$ cat config.mk
export PLATFORM = sky130hd
export DESIGN_NAME = j1_irq_ctrl
export DESIGN_NICKNAME = d
export VERILOG_FILES = /design/src/rtl/j1_irq_ctrl.sv
export SDC_FILE = /design/constraint.sdc
export NUM_CORES = 1
export LEC_CHECK = 0
export ABC_CLOCK_PERIOD_IN_PS = 3380
export BUFFER_PORTS_ARGS = -buffer_cell sky130_fd_sc_hd__buf_4
export CAP_MARGIN = 5
export CORE_ASPECT_RATIO = 0.75
export CORE_UTILIZATION = 46
export CTS_CLUSTER_SIZE = 40
export DETAILED_ROUTE_END_ITERATION = 8
export PLACE_DENSITY = 0.87
export SYNTH_ARGS = -nofsm -noshare
export SYNTH_HDL_FRONTEND = slang
export SYNTH_SLANG_ARGS = --single-unit
$ cat constraint.sdc
create_clock -name clk -period 3.38 [get_ports clk]
set_input_delay 0.507 -clock clk [delete_from_list [all_inputs] [get_ports clk]]
set_output_delay 0.507 -clock clk [all_outputs]
set_load 0.005 [all_outputs]
$ cat src/rtl/j1_irq_ctrl.sv
// j1_irq_ctrl: interrupt controller sitting directly upstream of the j1 core.
// Latches NSRC request lines as pending, masks them, and issues a one-cycle
// "interrupt" pulse (the core then executes "call 3FFE").
// Optional feature macro: IRQ_SYNC_EN -- when defined, each irq_src bit goes
// through a 2-flop synchronizer before edge detection (2 extra cycles).
//
// IO strobe semantics: io_rd/io_wr are single-cycle strobes from the core with
// no back-pressure. A write takes effect at the clock edge that ends its
// io_wr cycle. A read returns data combinationally in the io_rd cycle and has
// no side effects. io_rdata is 0 whenever io_rd is low or the address is not
// in this block's 8-byte window.
module j1_irq_ctrl #(
    parameter int              NSRC      = 8,
    parameter logic [15:0]     BASE      = 16'h0100,
    parameter logic [NSRC-1:0] EDGE_MASK = {NSRC{1'b1}}
) (
    input  logic            clk,
    input  logic            reset,
    input  logic            io_rd,
    input  logic            io_wr,
    input  logic [15:0]     io_addr,
    input  logic [15:0]     io_wdata,
    output logic [15:0]     io_rdata,
    input  logic [NSRC-1:0] irq_src,
    input  logic            hold,
    output logic            interrupt
);

    localparam logic [1:0] REG_PEND  = 2'd0;
    localparam logic [1:0] REG_MASK  = 2'd1;
    localparam logic [1:0] REG_CTRL  = 2'd2;

    logic [NSRC-1:0] r_pend;
    logic [NSRC-1:0] r_mask;
    logic [NSRC-1:0] r_prev;
    logic            r_gie;
    logic            r_int;

    logic            w_sel;
    logic [1:0]      w_idx;
    logic            w_wr_pend;
    logic            w_wr_mask;
    logic            w_wr_ctrl;
    logic [NSRC-1:0] w_src;
    logic [NSRC-1:0] w_edge;
    logic [NSRC-1:0] w_clr;
    logic [NSRC-1:0] w_pend_nxt;
    logic [NSRC-1:0] w_hit;
    logic            w_req;
    logic [3:0]      w_cause_idx;
    logic            w_cause_valid;
    logic            w_unused;

    // Address decode: 8-byte window, word index in [2:1], byte bit ignored.
    assign w_sel     = (io_addr[15:3] == BASE[15:3]);
    assign w_idx     = io_addr[2:1];
    assign w_wr_pend = io_wr & w_sel & (w_idx == REG_PEND);
    assign w_wr_mask = io_wr & w_sel & (w_idx == REG_MASK);
    assign w_wr_ctrl = io_wr & w_sel & (w_idx == REG_CTRL);
    assign w_unused  = &{1'b0, io_addr[0], io_wdata};

`ifdef IRQ_SYNC_EN
    logic [NSRC-1:0] r_sync1;
    logic [NSRC-1:0] r_sync2;

    // Two-flop synchronizer so asynchronous sources can be connected.
    always_ff @(posedge clk) begin
        if (reset) begin
            r_sync1 <= '0;
            r_sync2 <= '0;
        end else begin
            r_sync1 <= irq_src;
            r_sync2 <= r_sync1;
        end
    end
    assign w_src = r_sync2;
`else
    assign w_src = irq_src;
`endif

    // Edge sources: a rising edge sets, W1C clears, and a set beats a clear.
    // Level sources simply follow the (possibly synchronized) input.
    assign w_edge     = w_src & ~r_prev;
    assign w_clr      = w_wr_pend ? io_wdata[NSRC-1:0] : '0;
    assign w_pend_nxt = (EDGE_MASK & ((r_pend & ~w_clr) | w_edge))
                      | (~EDGE_MASK & w_src);

    // Request uses registered state only, never same-cycle write data.
    assign w_hit = r_pend & r_mask;
    assign w_req = r_gie & (|w_hit) & ~hold;

    // Lowest-numbered enabled pending source wins the CAUSE report.
    always_comb begin
        w_cause_idx = '0;
        for (int i = NSRC - 1; i >= 0; i--) begin
            if (w_hit[i]) begin
                w_cause_idx = 4'(i);
            end
        end
    end
    assign w_cause_valid = |w_hit;

    // Combinational read mux; zero outside a selected read.
    always_comb begin
        io_rdata = '0;
        if (io_rd && w_sel) begin
            case (w_idx)
                REG_PEND: io_rdata[NSRC-1:0] = r_pend;
                REG_MASK: io_rdata[NSRC-1:0] = r_mask;
                REG_CTRL: io_rdata[0]        = r_gie;
                default:  io_rdata = {w_cause_valid, 11'd0, w_cause_idx};
            endcase
        end
    end

    // Register state; issuing clears GIE and overrides a same-edge GIE write.
    always_ff @(posedge clk) begin
        if (reset) begin
            r_pend <= '0;
            r_mask <= '0;
            r_prev <= '0;
            r_gie  <= 1'b0;
            r_int  <= 1'b0;
        end else begin
            r_prev <= w_src;
            r_pend <= w_pend_nxt;
            r_int  <= w_req;
            if (w_wr_mask) begin
                r_mask <= io_wdata[NSRC-1:0];
            end
            if (w_req) begin
                r_gie <= 1'b0;
            end else if (w_wr_ctrl) begin
                r_gie <= io_wdata[0];
            end
        end
    end

    assign interrupt = r_int;

endmodule

==> Word level (Yosys, flattened, before mapping) <==
Cells that the tools add are included.
{ "word_totals": {"register_bits": 26, "latchBits": 0, "mem_bits_rw": 0, "romBits": 0, "in_bits": 45, "elab_cells": 39, "mem_count": 0} }
{ "classes": {"addsub": 0, "n_mul": 0, "div": 0, "magnitude_cmp": 0, "n_eq_ne": 3, "shift": 0, "mux": 13, "n_bitwise": 13, "n_reduce_logical": 5} }
{ "op_table": {"columns": ["op", "count"], "rows": [
  ["$and 8x8->8", 3],
  ["$pmux 7 s3", 1],
  ["$mux 16", 1],
  ["$mux 8", 2],
  ["$not 8->8", 2],
  ["$mux 3", 5],
  ["$eq 13x6->1 const B", 1],
  ["$mux 4", 3],
  ["$or 8x8->8", 1],
  ["$reduce_or 8->1", 1],
  ["$and 1x1->1", 6],
  ["$pmux 1 s3", 1],
  ["$reduce_or 3->1", 1],
  ["$eq 2x1->1 const B", 1],
  ["$eq 2x2->1 const B", 1],
  ["$logic_not 2->1", 1],
  ["$reduce_or 2->1", 1],
  ["$logic_and 1x1->1", 1],
  ["$not 1->1", 1]
]} }

==> Longest topological paths before layout <==
Gate-level depths: netlist of the first run.
{ "logic_depth": {"ltp_word": 11, "mapped_depth": 6, "depth_no_buf": 5} }

==> Worst setup path before layout of the first run <==
Ideal clock, no wire load.
{ "synth_path": {"path_kind": "input-to-output", "start": "input io_addr[6]", "end": "output io_rdata[0]", "arrival_time_ns": 1.471, "required_time_ns": 2.873, "path_slack_ns": 1.402, "stages": 4, "path_buffers": 0, "cell_sequence": "nor4b_2 and4_4 nand2_1 a2111oi_0"} }
{ "synth_via": {"elab_chain_cells": 3} }
{ "synth_lines": {"columns": ["item", "line", "text"], "rows": [
  ["from (decl)", "21", "input logic [15:0] io_addr,"],
  ["$eq 13x6->1", "55", "assign w_sel = (io_addr[15:3] == BASE[15:3]);"],
  ["$logic_and 1x1->1", "106", "if (io_rd && w_sel) begin"],
  ["$mux 16", "106", null],
  ["to (decl)", "23", "output logic [15:0] io_rdata,"]
]} }
Every way passes these cells.

==> Worst setup path after layout of the first run <==
{ "layout_path": {"start": "register r_pend[6]", "end": "output io_rdata[0]"} }
{ "layout_via": {"elab_chain_cells": 10} }
{ "layout_lines": {"columns": ["item", "line", "text"], "rows": [
  ["from (decl)", "33", "logic [NSRC-1:0] r_pend;"],
  ["from (signal assigned)", "126", "r_pend <= w_pend_nxt;"],
  ["$and 8x8->8", "89", "assign w_hit = r_pend & r_mask;"],
  ["$mux 3 (4 in a row)", "96", "if (w_hit[i]) begin"],
  ["$mux 4 (3 in a row)", "96", null],
  ["$pmux 1 s3", "107", "case (w_idx)"],
  ["$mux 16", "106", null]
]} }
Every way passes these cells.

==> results of run 1 <==
==> synth_stat cells (all sizes together) (2+ instances only) <==
| cell type | count |
|---|---|
| inv | 8 |
| nor3 | 4 |
| nand2 | 15 |
| nand4b | 2 |
| a32o | 9 |
| dfxtp | 26 |
| nor3b | 2 |
| mux2i | 16 |
| nor2b | 9 |
| a22o | 2 |
| nor2 | 19 |
| a22oi | 3 |
| a31oi | 2 |
| buf | 10 |
==> worst min-delay path, delay by kind of cell, from the launching register on <==
family	cells	cell delay, ns
buffers and inverters	1	0.04
DFF	1	0.31
AOI/OAI and AO/OA	1	0.10
==> per-layer routing <==
layer,vias to the layer above,GRT usage,part of all wire,wire (µm)
met3,6,0.0571,0.077,244
met1,571,0.231,0.41,1300
met4,0,0.105,0.015,46
met5,-,0,0,0
met2,53,0.411,0.50,1580
li1,574,-,-,-
==> final timing paths <==
path / startpoint / end / cells past startpoint
worst max register to register: r_mask[5] / r_gie / 5
worst max-delay path: r_pend[6] / io_rdata[0] / 6
worst min register to register: r_prev[6] / r_pend[6] / 2
worst min-delay path: r_prev[6] / r_pend[6] / 2
==> final cells by class <==
type | count | share of cell area
flip-flops and latches | 26 | 0.310
well taps | 36 | 0.0268
multi-input cells | 102 | 0.400
inverters | 9 | 0.0201
clock inverters | 1 | 0.0179
clock buffers | 3 | 0.0246
repair buffers | 45 | 0.201
==> power groups by stage <==
stage               combinational [mW]  clock (mW)  sequential [mW]
finish                          0.0715       0.253            0.334
floorplan                       0.0383           0            0.336
detailed placement              0.0715           0            0.340
global placement                0.0692           0            0.339
global route                    0.0780       0.271            0.335
CTS                             0.0716       0.258            0.333
==> per-stage QoR <==
stage	area, µm²	total power, mW	setup WS [ns]	util
final	1680	0.658	0.989	0.636
after global routing	1680	0.684	0.960	0.636
after CTS	1680	0.662	0.992	0.636
after detailed placement	1610	0.411	1.02	0.609
after global placement	1610	0.408	0.974	0.609
after floorplan	1320	0.374	1.40	-
==> sequential cells by signal, indices dropped and copies added, names as in the netlist <==
signal and cells:
r_prev 8, interrupt 1, r_gie 1, r_pend 8
r_mask 8
==> kinds of logic (layout without fill, tap and decap cells) <==
group | count (synthesis) | count (layout) | share of synthesized area
buffers and inverters | 21 | 58 | 0.0939
AO/OA/AOI/OAI | 21 | 21 | 0.138
flip-flops | 26 | 26 | 0.403
multiplexers | 16 | 16 | 0.124
other | 1 | 7 | 0.00290
AND/OR/NAND/NOR | 58 | 58 | 0.238
==> metrics, run 1 <==
Placement Rows=16; H-tree Lvls=1; Flop pwr share=0.507; gr ovfl total=0; main flop type after synthesis=dfxtp_1; CTS root buffer=clkbuf_8; CTS tree=built; DRT iter0 DRCs=49; Hold WC Path Type=reg -> reg; area of the die=0.00303 mm²; Clk pin slew, worst setup/hold paths=0.09 ns; register area share after synthesis=0.403; initial core utilization=0.489; number of gates resized after cts=0; largest net degree at the start of global routing=19; vias in the first global route=1,100; via count=1,204; power density cells=roughly 400 mW/mm²; CP Launch Type=register; WP buf/inv=1; Final #Nets=around 230; Slowest-stage cell, CP=a2111oi_0; wire per inst=~14 µm; clock insertion delay at the later pin of the skew report=around 0.27 ns; HPWL after detailed placement=2300 µm; power share of the clock group=0.384; Pint=522 µW; footprint of the multi-input gates=about 670 µm²; R2R Setup Slk=1.96 ns; Gate Count Post-Synth=143; status=completed; number of synthesized flops with an enable pin=0; RSZ-0062 raised after global routing=false; Synth top area share=0.403; Setup Total Neg Slack=0 ns; Sequential Area=520 µm²; hold buffers post-CTS=0; Tcrit/Tclk final=0.707; final wirelength=about 3200 µm; TritonCTS Buffers=3; core area=roughly 0.0026 mm²; Synth area leader=dfxtp_1; Via density=approximately 5.4; critical path type=reg -> out; critical path's top delay family=compound AO/OA/AOI/OAI gates; CP peak stage delay=0.47 ns; sw frac=0.207; Psw=136 µW; Max Slew Vio Count=0; Layout area overhead=30.1%; Critical Path AT=roughly 1.9 ns; Cells after DPL=approximately 220; count of input and output buffers=45; Avg Inst Size Synth=9.04 µm²; P_leak=0.774 nW; first drt pass iteration count=4; Fill cells=232; final setup skew=approximately 0.0043 ns; CP max FO=4; Hold Fails Final Rpt=0; initial antenna violation count=0; number of max-cap violations=0; endpoints failing setup=0; Ant. Diodes=0; most frequent cells in the layout=45 x buf_4, 26 x dfxtp_1, 19 x nor2_1; WHS=0.475 ns; DR DRC count=0; ys async rst share=0; clock sink count=26; worst slew pin tran=approximately 0.62 ns; Max-slew headroom=0.588; Synth cell types=32; Peak VDD IR=317 µV; Non-Filler Instances=222; fmax=approximately 0.42 GHz; crit path cell chain=nand2_1, a32o_1, a22oi_1, a221o_1, a2111oi_0, buf_4; Critical Path End Type=output port; commonest non-fill, non-tap cell in the layout=buf_4; Post-CTS Setup Bufs=0; Gate power share=0.109; layout cells sized above 1=0.280; synthesized area=0.00129 mm²; dominant cells by area after synthesis=dfxtp_1 40%, mux2i_1 12%, a32o_1 7.0%; routability congestion estimate=around 0.90; Ports=62; first-pass GRT wire length=roughly 4800 µm; Tmin final=2.39 ns; Bufs on Longest Clock Path=2; gr usage total=0.214; Synth Register Bits=26; antenna viol nets, final=0; yosys warns=0; Chip Height=about 48 µm; Die W=63.2 µm; CP Data Required Time=2.87 ns
No activity file was read; power rests on OpenSTA's default activity.
==> inputs of run 2 (changes only) <==
==> config.mk (replaced) <==
export PLATFORM = sky130hd
export DESIGN_NAME = j1_irq_ctrl
export DESIGN_NICKNAME = d
export VERILOG_FILES = /design/src/rtl/j1_irq_ctrl.sv
export SDC_FILE = /design/constraint.sdc
export NUM_CORES = 1
export LEC_CHECK = 0
export ABC_CLOCK_PERIOD_IN_PS = 2350
export BUFFER_PORTS_ARGS = -buffer_cell sky130_fd_sc_hd__buf_4
export CAP_MARGIN = 5
export CORE_ASPECT_RATIO = 0.75
export CORE_UTILIZATION = 45
export CTS_CLUSTER_SIZE = 40
export DETAILED_ROUTE_END_ITERATION = 8
export PLACE_DENSITY = 0.85
export SYNTH_ARGS = -nofsm -noshare
export SYNTH_HDL_FRONTEND = slang
export SYNTH_SLANG_ARGS = --single-unit
==> constraint.sdc (replaced) <==
create_clock -name clk -period 2.35 [get_ports clk]
set_input_delay 0.3525 -clock clk [delete_from_list [all_inputs] [get_ports clk]]
set_output_delay 0.3525 -clock clk [all_outputs]
set_load 0.005 [all_outputs]
==> run 2 against run 1 <==
First-iteration DRC count grew 14%. Sequential power grew 44%. Critical path type unchanged. Highest routed layer unchanged. Via count grew 0.83%.
==> metrics, run 2 (synthesis results as in run 1) <==
most frequent cells in the layout=46 x buf_4, 26 x dfxtp_1, 19 x nor2_1 (was 45 x buf_4, 26 x dfxtp_1, 19 x nor2_1); P_leak=0.778 nW (was 0.774 nW); CTS root buffer=clkbuf_8 (unchanged); clock insertion delay at the later pin of the skew report=0.27 ns (about the same); final wirelength=3280 µm (was 3170 µm); fin area=0.00169 mm² (was 0.00168 mm²); gr ovfl total=0 (unchanged); Pint=751 µW (was 522 µW); wire per inst=14.7 µm (was 14.3 µm); final setup skew=0.00107 ns (was 0.00430 ns); Psw=202 µW (was 136 µW); Hold Fails Final Rpt=0 (unchanged); critical path type=reg -> out (unchanged); CP Data Required Time=2.00 ns (was 2.87 ns); Flop pwr share=0.504 (was 0.507); first-pass GRT wire length=5420 µm (was 4780 µm); biggest regs=r_mask: 8 flops, r_pend: 8 flops, r_prev: 8 flops (unchanged); Placement Rows=16 (unchanged); initial antenna violation count=0 (unchanged); layout cells sized above 1=0.283 (was 0.280); TritonCTS Buffers=3 (unchanged); count of input and output buffers=45 (unchanged); gr usage total=0.227 (was 0.214); via count=1,214 (was 1,204); Tcrit/Tclk final=0.963; DRT iter0 DRCs=56 (was 49); Clk pin slew, worst setup/hold paths=0.09 ns (about the same); area of the die=0.00309 mm² (was 0.00303 mm²); initial core utilization=0.485 (was 0.489); clock sink count=26 (unchanged); CP Launch Type=register (unchanged); HPWL after detailed placement=2380 µm (was 2300 µm); hold buffers post-CTS=0 (unchanged); sw frac=0.212 (was 0.207); routability congestion estimate=0.949 (was 0.900); status=completed (unchanged); core area=0.00266 mm² (was 0.00264 mm²); Ports=62 (unchanged); Setup Total Neg Slack=0 ns (unchanged); number of max-cap violations=0 (unchanged); Max-slew headroom=0.682 (was 0.588); Ant. Diodes=0 (unchanged); commonest non-fill, non-tap cell in the layout=buf_4 (unchanged); Max Slew Vio Count=0 (unchanged); RSZ-0062 raised after global routing=false (unchanged); power share of the clock group=0.386 (was 0.384); Final #Nets=233 (was 232); CTS tree=built (unchanged); Cell Area, Placed=0.00162 mm² (was 0.00161 mm²); DR DRC count=0 (unchanged); first drt pass iteration count=5 (was 4); endpoints failing setup=0 (unchanged); largest net degree at the start of global routing=19 (unchanged); Hold WC Path Type=in -> reg (was reg -> reg); worst slew pin tran=0.465 ns (was 0.615 ns); Via density=5.44 (was 5.42); WHS=0.321 ns (was 0.475 ns); power density cells=564 mW/mm² (was 391 mW/mm²); Post-CTS Setup Bufs=0 (unchanged); vias in the first global route=1,212 (was 1,100); Chip Height=48.4 µm (was 47.9 µm); Layout area overhead=30.7% (was 30.1%); number of gates resized after cts=0 (unchanged); Critical Path End Type=output port (unchanged); Peak VDD IR=354 µV (was 317 µV); Gate power share=0.110 (was 0.109); antenna viol nets, final=0 (unchanged); H-tree Lvls=1 (unchanged); Die W=63.9 µm (was 63.2 µm); post-layout util=0.634 (was 0.636); Tmin final=2.26 ns; Bufs on Longest Clock Path=2 (unchanged); fmax=0.442 GHz; Critical Path AT=1.91 ns (was 1.88 ns); CP max FO=4 (unchanged)
run 2: area by class of cell:
class | instances | area, µm²
Tap cell | 36 | 45.0
Clock inverter | 1 | 30.0
Timing Repair Buffer | 46 | 345
Fill cell | 224 | 973
Multi-Input combinational cell | 102 | 673
Inverter | 9 | 33.8
Sequential cell | 26 | 520
Clock buffer | 3 | 41.3
run 2: critical path: stages, from the launching register on:
cell       delay (ns)
dfxtp_1          0.36
nand2_1          0.08
a32o_1           0.16
a22oi_1          0.09
a221o_1          0.27
a2111oi_0        0.49
buf_4            0.20
run 2: power by group through the flow:
stage	Clock, mW	Combinational, mW	Sequential [mW]
6_report	0.368	0.105	0.481
4_1_cts	0.370	0.105	0.480
2_1_floorplan	0	0.0551	0.483
5_1_grt	0.404	0.114	0.482
3_5_place_dp	0	0.104	0.490
3_3_place_gp	0	0.0995	0.488
run 2: stage by stage:
stage	power, mW	std cells	setup slack (ns)
after floorplan	0.538	149	0.681
after global placement	0.587	219	0.335
after detailed placement	0.593	219	0.256
after CTS	0.955	223	0.0846
after global routing	1.00	223	0.0123
final	0.953	223	0.0864
run 2: layer usage:
layer | global-route usage | part of all wire
met5 | 0 | 0
met4 | 0.0644 | 0.024
met3 | 0.0684 | 0.063
met2 | 0.410 | 0.53
met1 | 0.256 | 0.39
run 2: final timing paths:
check              start          end  slack (ns)  cells past startpoint
min reg2reg    r_prev[4]    r_pend[4]        0.48                      2
max reg2reg    r_pend[5]    interrupt        0.90                      5
max            r_pend[6]  io_rdata[0]        0.09                      6
min          io_wdata[4]    r_mask[4]        0.32                      3
==> inputs of run 3 (changes only) <==
--- a/config.mk
+++ b/config.mk
@@ -5,14 +5,15 @@
 export SDC_FILE = /design/constraint.sdc
 export NUM_CORES = 1
 export LEC_CHECK = 0
+export ABC_AREA = 1
 export ABC_CLOCK_PERIOD_IN_PS = 2350
 export BUFFER_PORTS_ARGS = -buffer_cell sky130_fd_sc_hd__buf_4
 export CAP_MARGIN = 5
 export CORE_ASPECT_RATIO = 0.75
-export CORE_UTILIZATION = 45
+export CORE_UTILIZATION = 46
 export CTS_CLUSTER_SIZE = 40
 export DETAILED_ROUTE_END_ITERATION = 8
-export PLACE_DENSITY = 0.85
+export PLACE_DENSITY = 0.84
 export SYNTH_ARGS = -nofsm -noshare
 export SYNTH_HDL_FRONTEND = slang
 export SYNTH_SLANG_ARGS = --single-unit
==> run 3 against run 2 <==
Largest power group unchanged. Sequential cell count did not move. Register-to-register slack better by 0.35 ns. Non-clock buffer count stayed put. Utilization shrank 0.47 points. Synthesized cell count up 78%. Die area increased by 13%. Global-route usage decreased by 1.2 points.
==> metrics, run 3 <==
status=completed (unchanged); number of max-cap violations=0 (unchanged); CP max FO=11 (was 4); first drt pass iteration count=5 (unchanged); endpoints failing setup=0 (unchanged); initial core utilization=0.498 (was 0.485); routability congestion estimate=0.855 (was 0.949); Critical Path End Type=output port (unchanged); main flop type after synthesis=dfxtp_1 (unchanged); critical path type=in -> out (was reg -> out); CP Launch Type=primary input (was register); Ant. Diodes=0 (unchanged); first-pass GRT wire length=5560 µm (was 5420 µm); power density cells=510 mW/mm² (was 564 mW/mm²); ys async rst share=0 (unchanged); gr ovfl total=0 (unchanged); commonest non-fill, non-tap cell in the layout=nand2_1 (was buf_4); biggest regs=r_mask: 8 flops, r_pend: 8 flops, r_prev: 8 flops (unchanged); TritonCTS Buffers=3 (unchanged); number of gates resized after cts=0 (unchanged); Placement Rows=17 (was 16); Commonest cells post-synth=85 x nand2_1, 48 x nor2_1, 44 x inv_1, 26 x dfxtp_1, 11 x nand4_1 (was 26 x dfxtp_1, 19 x nor2_1, 16 x mux2i_1, 15 x nand2_1); Ports=62 (unchanged); CTS tree=built (unchanged); Gate Count Post-Synth=254 (was 143); core area=0.00302 mm² (was 0.00266 mm²); wire per inst=10.4 µm (was 14.7 µm); Chip Height=51.5 µm (was 48.4 µm); number of synthesized flops with an enable pin=0 (unchanged); Synth Register Bits=26 (unchanged); initial antenna violation count=0 (unchanged); HPWL after detailed placement=2520 µm (was 2380 µm); Max Slew Vio Count=0 (unchanged); final wirelength=3500 µm (was 3280 µm); Avg Inst Size Synth=5.93 µm² (was 9.04 µm²); gr usage total=0.214 (was 0.227); dominant cells by area after synthesis=dfxtp_1 35%, nand2_1 21%, nor2_1 12% (was dfxtp_1 40%, mux2i_1 12%, a32o_1 7.0%); hold buffers post-CTS=0 (unchanged); Synth top area share=0.346 (was 0.403); Tcrit/Tclk final=0.791 (was 0.963); Peak VDD IR=392 µV (was 354 µV); P_leak=1.04 nW (was 0.778 nW); Layout area overhead=26.4% (was 30.7%); Hold WC Path Type=in -> reg (unchanged); Synth area leader=dfxtp_1 (unchanged); area of the die=0.00351 mm² (was 0.00309 mm²); fmax=0.538 GHz (was 0.442 GHz); via count=1,578 (was 1,214); Clk pin slew, worst setup/hold paths=0.09 ns (about the same); Final #Nets=344 (was 233); synthesized area=0.00151 mm² (was 0.00129 mm²); Setup Total Neg Slack=0 ns (unchanged); clock sink count=26 (unchanged); CP Data Required Time=2.00 ns (about the same); Post-CTS Setup Bufs=0 (unchanged); DRT iter0 DRCs=128 (was 56); largest net degree at the start of global routing=20 (was 19); Critical Path AT=1.51 ns (was 1.91 ns); Bufs on Longest Clock Path=2 (unchanged); Die W=68.1 µm (was 63.9 µm); register area share after synthesis=0.346 (was 0.403); Synth cell types=21 (was 32); final setup skew=0.00858 ns (was 0.00107 ns); count of input and output buffers=45 (unchanged); clock insertion delay at the later pin of the skew report=0.27 ns (about the same); RSZ-0062 raised after global routing=false (unchanged); DR DRC count=0 (unchanged); CTS root buffer=clkbuf_8 (unchanged); Hold Fails Final Rpt=0 (unchanged); yosys warns=0 (unchanged); Via density=4.70 (was 5.44); Non-Filler Instances=336 (was 223); H-tree Lvls=1 (unchanged); layout cells sized above 1=0.191 (was 0.283); vias in the first global route=1,322 (was 1,212); Cells after DPL=332 (was 219); most frequent cell after synthesis=nand2_1 (was dfxtp_1); most frequent cells in the layout=85 x nand2_1, 48 x nor2_1, 46 x buf_4 (was 46 x buf_4, 26 x dfxtp_1, 19 x nor2_1); Tmin final=1.86 ns (was 2.26 ns); antenna viol nets, final=0 (unchanged)
==> run 3: metal layers <==
metal  track usage  vias to the layer above  share of wire
met5             0                        -              0
met4        0.0625                        0         0.0097
met3        0.0592                        6           0.10
met2         0.358                       70           0.44
met1         0.267                      668           0.45
li1              -                      834              -
==> run 3: critical path, cell delays in order <==
cell,delay [ns]
buf_4,0.11
inv_1,0.04
nand2_1,0.07
nor3_2,0.18
and2_4,0.27
nand2_4,0.11
nor3_1,0.23
buf_4,0.15
==> run 3: where the power goes <==
part           switching [mW]  leakage (nW)  internal (mW)
logic                  0.0649         0.794         0.0596
registers              0.0125         0.214          0.461
clock network           0.144        0.0357          0.228
==> run 3: final timing paths <==
kind,from,end,slack (ns),depth (start not counted)
setup reg to reg,r_pend[1],r_gie,1.25,7
hold reg to reg,r_prev[7],r_pend[7],0.46,3
setup / recovery,io_addr[3],io_rdata[2],0.49,8
hold / removal,io_wdata[7],r_mask[7],0.29,3
==> run 3: cell families (layout without fill, tap and decap cells) <==
kind of cell / after synthesis / after routing / share of synthesized area
and+or+nand+nor: 155 / 155 / 0.425
buffers and inverters: 59 / 97 / 0.177
DFF: 26 / 26 / 0.346
AOI/OAI and AO/OA: 13 / 13 / 0.0499
other: 1 / 7 / 0.00249
==> run 3: per-stage QoR <==
step	power (mW)	hold WS [ns]	utilization	setup slack (ns)	cell area (µm²)
2_1_floorplan	0.549	0.429	-	0.823	1530
3_3_place_gp	0.603	0.433	0.606	0.457	1830
3_5_place_dp	0.608	0.442	0.606	0.464	1830
4_1_cts	0.977	0.294	0.630	0.465	1900
5_1_grt	1.01	0.288	0.630	0.385	1900
6_report	0.970	0.292	0.630	0.491	1900
==> run 3: layout make-up <==
class	instances	area (µm²)
Tap cell	38	47.5
Timing Repair Buffer	46	345
Clock inverter	1	30.0
Multi-Input combinational cell	175	741
Fill cell	318	1120
Clock buffer	3	41.3
Inverter	47	176
Sequential cell	26	520
